### config.mk
export PLATFORM = sky130hd
export DESIGN_NAME = regfile_wb_ctrl
export DESIGN_NICKNAME = d
export VERILOG_FILES = /design/src/rtl/regfile_wb_ctrl.sv
export SDC_FILE = /design/constraint.sdc
export NUM_CORES = 1
export LEC_CHECK = 0
export CORE_AREA = 2 2 179 181
export DETAILED_ROUTE_END_ITERATION = 7
export DIE_AREA = 0 0 181 183
export HOLD_SLACK_MARGIN = 0.1
export PLACE_DENSITY = 0.64
export RECOVER_POWER = 100
export SYNTH_ARGS = -nofsm -noshare
export SYNTH_HDL_FRONTEND = slang
export SYNTH_SLANG_ARGS = --single-unit
export TNS_END_PERCENT = 5
### constraint.sdc
create_clock -name clk -period 5.96 [get_ports clk]
set_clock_uncertainty 0.15 [all_clocks]
set_input_delay 1.788 -clock clk [delete_from_list [all_inputs] [get_ports clk]]
set_output_delay 1.788 -clock clk [all_outputs]
set_load 0.02 [all_outputs]
### src/rtl/regfile_wb_ctrl.sv
// regfile_wb_ctrl
// ----------------------------------------------------------------------------
// Write-back controller for a register file with one write port. It collects
// results from two producers, EXU and LSU. Completed results wait in an
// in-order FIFO of DEPTH entries. The FIFO head drives the register file write
// port. A bypass query lets the read side see values that are still pending.
//
// Ports
//   clk, rst                    clock; asynchronous active-high reset
//   exu_valid/ready/rd/data     EXU result handshake (lower priority)
//   lsu_valid/ready/rd/data     LSU result handshake (higher priority)
//   wb_stall                    holds the write port; nothing drains while high
//   Rw, busW, RegWr             register file write port (from the FIFO head)
//   q_addr, q_hit, q_data       bypass query (youngest pending write wins)
//   count                       FIFO occupancy
//
// Ready, RegWr and the query outputs are combinational on purpose. The
// surrounding pipeline needs same-cycle handshakes and same-cycle stall
// response. Writes to x0 complete their handshake but are never enqueued.
// ----------------------------------------------------------------------------
module regfile_wb_ctrl #(
    parameter int ADDR_WIDTH = 5,
    parameter int DATA_WIDTH = 32,
    parameter int DEPTH      = 4
) (
    input  logic                    clk,
    input  logic                    rst,
    input  logic                    exu_valid,
    output logic                    exu_ready,
    input  logic [ADDR_WIDTH-1:0]   exu_rd,
    input  logic [DATA_WIDTH-1:0]   exu_data,
    input  logic                    lsu_valid,
    output logic                    lsu_ready,
    input  logic [ADDR_WIDTH-1:0]   lsu_rd,
    input  logic [DATA_WIDTH-1:0]   lsu_data,
    input  logic                    wb_stall,
    output logic [ADDR_WIDTH-1:0]   Rw,
    output logic [DATA_WIDTH-1:0]   busW,
    output logic                    RegWr,
    input  logic [ADDR_WIDTH-1:0]   q_addr,
    output logic                    q_hit,
    output logic [DATA_WIDTH-1:0]   q_data,
    output logic [$clog2(DEPTH):0]  count
);

    localparam int PTR_W = $clog2(DEPTH);
    localparam int CNT_W = PTR_W + 1;

    localparam logic [ADDR_WIDTH-1:0] ZERO_ADDR = {ADDR_WIDTH{1'b0}};
    localparam logic [DATA_WIDTH-1:0] ZERO_DATA = {DATA_WIDTH{1'b0}};

    // FIFO storage and control state
    logic [ADDR_WIDTH-1:0] rd_mem_q   [DEPTH];
    logic [DATA_WIDTH-1:0] data_mem_q [DEPTH];
    logic [PTR_W-1:0]      rd_ptr_q, rd_ptr_d;
    logic [PTR_W-1:0]      wr_ptr_q, wr_ptr_d;
    logic [CNT_W-1:0]      count_q,  count_d;

    logic                  full_s;
    logic                  empty_s;
    logic                  lsu_hs_s;
    logic                  exu_hs_s;
    logic                  enq_s;
    logic                  deq_s;
    logic [ADDR_WIDTH-1:0] enq_rd_s;
    logic [DATA_WIDTH-1:0] enq_data_s;

    assign full_s  = (count_q == CNT_W'(DEPTH));
    assign empty_s = (count_q == {CNT_W{1'b0}});

    // Ready depends only on occupancy and the LSU request. It does not depend
    // on rd or on a same-cycle drain, so a full FIFO refuses input even while
    // it writes back.
    assign lsu_ready = !full_s;
    assign exu_ready = !full_s && !lsu_valid;
    assign lsu_hs_s  = lsu_valid && lsu_ready;
    assign exu_hs_s  = exu_valid && exu_ready;

    // Write port driven straight from the FIFO head
    assign RegWr = !empty_s && !wb_stall;
    assign Rw    = empty_s ? ZERO_ADDR : rd_mem_q[rd_ptr_q];
    assign busW  = empty_s ? ZERO_DATA : data_mem_q[rd_ptr_q];
    assign deq_s = RegWr;
    assign count = count_q;

    // Select the granted source; an x0 destination completes without enqueueing
    always_comb begin
        enq_s      = 1'b0;
        enq_rd_s   = ZERO_ADDR;
        enq_data_s = ZERO_DATA;
        if (lsu_hs_s) begin
            enq_s      = (lsu_rd != ZERO_ADDR);
            enq_rd_s   = lsu_rd;
            enq_data_s = lsu_data;
        end else if (exu_hs_s) begin
            enq_s      = (exu_rd != ZERO_ADDR);
            enq_rd_s   = exu_rd;
            enq_data_s = exu_data;
        end else begin
            enq_s      = 1'b0;
        end
    end

    // Next-state pointers and occupancy
    always_comb begin
        rd_ptr_d = deq_s ? (rd_ptr_q + PTR_W'(1)) : rd_ptr_q;
        wr_ptr_d = enq_s ? (wr_ptr_q + PTR_W'(1)) : wr_ptr_q;
        case ({enq_s, deq_s})
            2'b10:   count_d = count_q + CNT_W'(1);
            2'b01:   count_d = count_q - CNT_W'(1);
            default: count_d = count_q;
        endcase
    end

    // Pointer and occupancy registers; reset discards every pending entry
    always_ff @(posedge clk or posedge rst) begin
        if (rst) begin
            rd_ptr_q <= {PTR_W{1'b0}};
            wr_ptr_q <= {PTR_W{1'b0}};
            count_q  <= {CNT_W{1'b0}};
        end else begin
            rd_ptr_q <= rd_ptr_d;
            wr_ptr_q <= wr_ptr_d;
            count_q  <= count_d;
        end
    end

    // Entry storage. Contents are don't-care until covered by count, so there
    // is no reset.
    always_ff @(posedge clk) begin
        if (enq_s) begin
            rd_mem_q[wr_ptr_q]   <= enq_rd_s;
            data_mem_q[wr_ptr_q] <= enq_data_s;
        end
    end

    // Bypass query. Scan from oldest to youngest so that a later match
    // overrides an earlier one. The head being written this cycle is still
    // counted as pending.
    always_comb begin
        q_hit  = 1'b0;
        q_data = ZERO_DATA;
        for (int k = 0; k < DEPTH; k++) begin
            if ((CNT_W'(k) < count_q) && (q_addr != ZERO_ADDR) &&
                (rd_mem_q[rd_ptr_q + PTR_W'(k)] == q_addr)) begin
                q_hit  = 1'b1;
                q_data = data_mem_q[rd_ptr_q + PTR_W'(k)];
            end else begin
                q_hit  = q_hit;
                q_data = q_data;
            end
        end
    end

endmodule

# Word level (Yosys, flattened, before mapping)
# Memory sizes are Yosys's and may differ from the RTL's.
# Index checks and enable logic that the tools add are counted.
# Widths: inputs -> output; s select.
# op_classes
add_sub_neg,6
mul,0
div,0
magnitude_cmp,4
n_eq_ne,7
n_shift,0
n_mux,19
bitwise_logic,0
n_reduce_logical,21
# op_table
operator,count
$mux 32,7
$eq 5x5->1,4
$mux 5,3
$reduce_bool 5->1,3
$logic_and 1x1->1,12
$mux 1,8
$lt 1x3->1 const A,2
$lt 2x3->1 const A,2
$pmux 3 s2,1
$add 2x1->2 const B,2
$add 2x2->2 const B,2
$logic_not 1->1,4
$add 3x1->3 const B,1
$eq 3x3->1 const B,1
$logic_not 3->1,1
$sub 3x1->3 const B,1
$eq 2x1->1 const B,1
$eq 2x2->1 const B,1
$reduce_bool 2->1,1
# word_totals
reg_bits,7
latch_bits,0
ram_bits,148
rom_bits,0
input_bits,84
wordCells,62
memories,2
# memory_table
name,words,width,read_ports,rd_clocked_by_memory_dff,wr,line_no,source
data_mem_q,4,32,4,0,1,54,logic [DATA_WIDTH-1:0] data_mem_q [DEPTH];
rd_mem_q,4,5,4,0,1,53,logic [ADDR_WIDTH-1:0] rd_mem_q [DEPTH];

# Longest topological paths before layout
# depth
ltp_word,8
depth_mapped,11
ltp_nobuf,11

# Worst setup path before layout
# OpenSTA, ideal clock, no wires.
# synth_path
path_type,in2out
from,input q_addr[2]
to,output q_data[30]
t_arrival_ns,3.823
required_time_ns,4.022
path_slack_ns,0.199
stages,9
n_path_buf,3
path_cell_list,clkbuf_1 > nor3_1 > a211o_1 > a221oi_2 > o21a_1 > buf_4 > buf_2 > o311ai_0 > a32oi_1
# synth_via
elab_chain_cells,7
# synth_lines
item,line_no,source
start: declaration,40,"input logic [ADDR_WIDTH-1:0] q_addr,"
$reduce_bool 5->1,144,if ((CNT_W'(k) < count_q) && (q_addr != ZERO_ADDR) &&
$logic_and 1x1->1 (2 in series),144,
$mux 32 (3 in series),144,
$mux 32 (*),144,
end: declaration,42,"output logic [DATA_WIDTH-1:0] q_data,"
# Mark *: on every way between the ends. The rest lies on a longest branch, timed or not.

# Worst setup path after layout
# layout_path
from,input q_addr[3]
to,output q_data[3]
# The elaborated chain is that of the path after synthesis.

==> out/summary.txt <==
YS warnings -> 0
most frequent cell after synthesis -> edfxtp_1
WP data arrival -> 3.98 ns
Layout Area Growth over Synthesis -> 29.3%
Power per Cell Area -> 530 nW/um^2
cts bufs inserted -> 17
Final Max Tran Viols -> 135
Area after DPL -> 12800 um^2
Final nets -> 1191
crit path kind -> in -> out
hold-fix buffers at CTS -> 0
TritonCTS Sinks -> 155
startpoint types -> input pin
Final Cell Area -> 13600 um^2
library cells used by synthesis -> 46
largest net degree at the start of global routing -> 61
core area -> 31200 um^2
fin crit share -> 99.3%
Max FO, Critical Path -> 6
CTS tree -> yes
failing checks -> max-capacitance violations, max-slew violations
post-synthesis register bit count -> 155
pre-CTS setup slack -> -0.735 ns
WL/cell -> 21.5 um
Die Width -> 181 um
Boundary Pins -> 160
EDFF count, synth -> 148
share of flip-flops with an asynchronous set or reset -> 4.52%
DRC violations left -> 0
slack of the critical path -> 0.0410 ns
layout cells sized above 1 -> 23.1%
slew of the pin with the lowest slew margin -> 2.37 ns
remaining antenna violation count -> 0
Root Driver -> clkbuf_16
Overflow after GRT -> 0
final-layout fill cell count -> 2926
crit path cell chain -> dlygate4sd2_1 -> nor2_1 -> a211o_1 -> a221oi_4 -> o21a_4 -> nor2b_4 -> buf_12 -> buf_2 -> a32oi_1 -> clkdlybuf4s15_2
maximum clock rate -> 169 MHz
Clock Latency Late Sink -> 0.42 ns
gr usage total -> 19.6%
diodes inserted -> 0
Post-Syn Nets -> 1030
VDD IR-drop max -> 0.287 mV
Mapped Area -> 10500 um^2
Max H-tree Level -> 4
initial antenna violation count -> 1
Data required, critical path -> 4.02 ns
Final min period -> 5.92 ns
Setup Total Neg Slack -> 0 ns
vias in the first global route -> 8802
outcome -> complete, but fails checks
Min-Delay Path Class -> reg -> reg
Top FF cell, synth -> edfxtp_1
Synth top area share -> 42.3%
final-report setup violation count -> 0
worst rel slew slack -> -58.0%
Synth Area per Inst -> 11.2 um^2
Slowest-stage cell, CP -> a221oi_4
cell taking the most area after synthesis -> edfxtp_1
DR vias/cell -> 5.71
Seq/Total Area, Yosys -> 43.9%
Worst setup EP type -> output port
Hold Vio Cnt, Final -> 0
DIE AREA -> 33100 um^2
DP HPWL -> 20800 um
PortBufs -> 159
Mapped Cells -> 937
Placer Congestion -> 0.843
CP peak stage delay -> 0.35 ns
CTS clk-pin slew, worst paths -> 0.07 ns
initial core utilization -> 33.7%
first-pass detailed-route iteration total -> 5
unrepaired setup endpoints after global routing -> no
Max Cap Viol -> 5
Inst Count DP -> 1461
top cells by area, synth -> edfxtp_1 42%, mux2_2 8.5%, mux2i_1 8.2%
first-pass GRT wire length -> 50000 um
deepest clock path buffer count -> 2
Std-Cell Rows -> 65
most common library cells after synthesis -> 148 x edfxtp_1, 86 x mux2i_1, 79 x mux2_2
DRT iter0 DRCs -> 621
LEAKAGE -> 4.82 nW
Chip Height -> 183 um
total detailed-routing wirelength -> 32500 um
via count -> 8640
fin cells -> 1513
WHS -> 0.469 ns
## stage by stage
step,util [%],power (mW)
detailed placement,41.0,6.22
global route,43.5,7.63
global placement,41.0,6.16
finish,43.5,7.21
CTS,43.9,7.35
floorplan,-,4.61
## critical path: cells and delay by family
family | cells | cell delay (ns)
AO/OA/AOI/OAI | 4 | 1.20
buffers and inverters | 4 | 0.85
AND/OR/NAND/NOR | 2 | 0.14
## sequential cells by signal, summed over array words and instances (netlist names)
signal      cells
rd_ptr_q        2
data_mem_q    128
rd_mem_q       20
count           3
wr_ptr_q        2
## repair_timing
action | CTS | global route
endpoints found under the hold margin | 0 | 0
pin swaps | 9 | 6
setup buffers | 16 | 0
resized for setup | 158 | 12
cloned | 4 | 0
endpoints found under the setup margin | 33 | 32
## layout make-up
type                            instances  area [um^2]  share of cell area, %
Clock buffer                           20          437                   3.21
Sequential cell                       155         4630                   34.0
Clock inverter                         12          114                  0.837
Multi-Input combinational cell        673         5400                   39.7
Inverter                                7         27.5                  0.202
Timing Repair Buffer                  244         2490                   18.3
Tap cell                              402          503                   3.70
## logic make-up (layout without fill, tap and decap cells)
| group | count (synthesis) | in the layout | share of synthesized area, % |
|---|---|---|---|
| AOI/OAI and AO/OA | 240 | 240 | 16.7 |
| and+or+nand+nor | 220 | 220 | 11.1 |
| muxes | 178 | 178 | 19.3 |
| DFF | 155 | 155 | 43.9 |
| buffers and inverters | 109 | 283 | 5.55 |
| xor gates and xnor gates | 26 | 26 | 2.38 |
| adders and majority gates | 9 | 9 | 1.07 |
## per-layer routing
| metal | part of all wire [%] | wire length [um] | vias up | track usage (%) |
|---|---|---|---|---|
| met5 | 0 | 0 | - | 0 |
| met3 | 5.5 | 1790 | 53 | 2.66 |
| met2 | 49 | 16000 | 349 | 33.5 |
| met1 | 43 | 14000 | 4226 | 25.2 |
| li1 | - | - | 4012 | - |
| met4 | 2.2 | 725 | 0 | 7.84 |
## path summary, 6_finish.rpt
check                           from                to  slack (ns)  cells after the start
max                        q_addr[3]         q_data[3]        0.04                     10
min                         count[0]          count[0]        0.47                      1
max reg2reg                 count[0]  data_mem_q[3][6]        1.54                      8
min reg2reg                 count[0]          count[0]        0.47                      1
max in group asynchronous        rst       rd_ptr_q[1]        3.83                      2
min in group asynchronous        rst          count[2]        1.58                      2
## cell usage in the layout (no fill, tap or decap), types with 14 or more instances in the layout
| master | Yosys | final |
|---|---|---|
| nand3_1 | 33 | 33 |
| mux2_2 | 79 | 80 |
| nor3_1 | 48 | 47 |
| dlygate4sd3_1 | 0 | 42 |
| nand2_1 | 54 | 54 |
| mux2i_1 | 86 | 85 |
| a32oi_1 | 32 | 29 |
| xnor2_1 | 17 | 15 |
| o21ai_0 | 19 | 19 |
| clkdlybuf4s50_1 | 0 | 79 |
| o211ai_1 | 34 | 34 |
| nor2b_1 | 24 | 22 |
| o311ai_0 | 18 | 18 |
| nor2_1 | 21 | 20 |
| clkbuf_16 | 0 | 18 |
| clkbuf_2 | 0 | 16 |
| a21oi_1 | 48 | 48 |
| a22o_1 | 37 | 37 |
| nand3b_1 | 14 | 14 |
| o31ai_1 | 42 | 42 |
| buf_4 | 3 | 47 |
| edfxtp_1 | 148 | 148 |
| buf_12 | 0 | 19 |
## report_power, final
part | switching, mW | leakage (nW) | internal, mW | total (mW)
sequential | 0.198 | 1.47 | 1.59 | 1.79
combinational | 2.55 | 3.10 | 1.84 | 4.39
clock | 0.450 | 0.260 | 0.580 | 1.03
total | 3.19 | 4.82 | 4.01 | 7.21
Power figures use the tool's default switching activity.
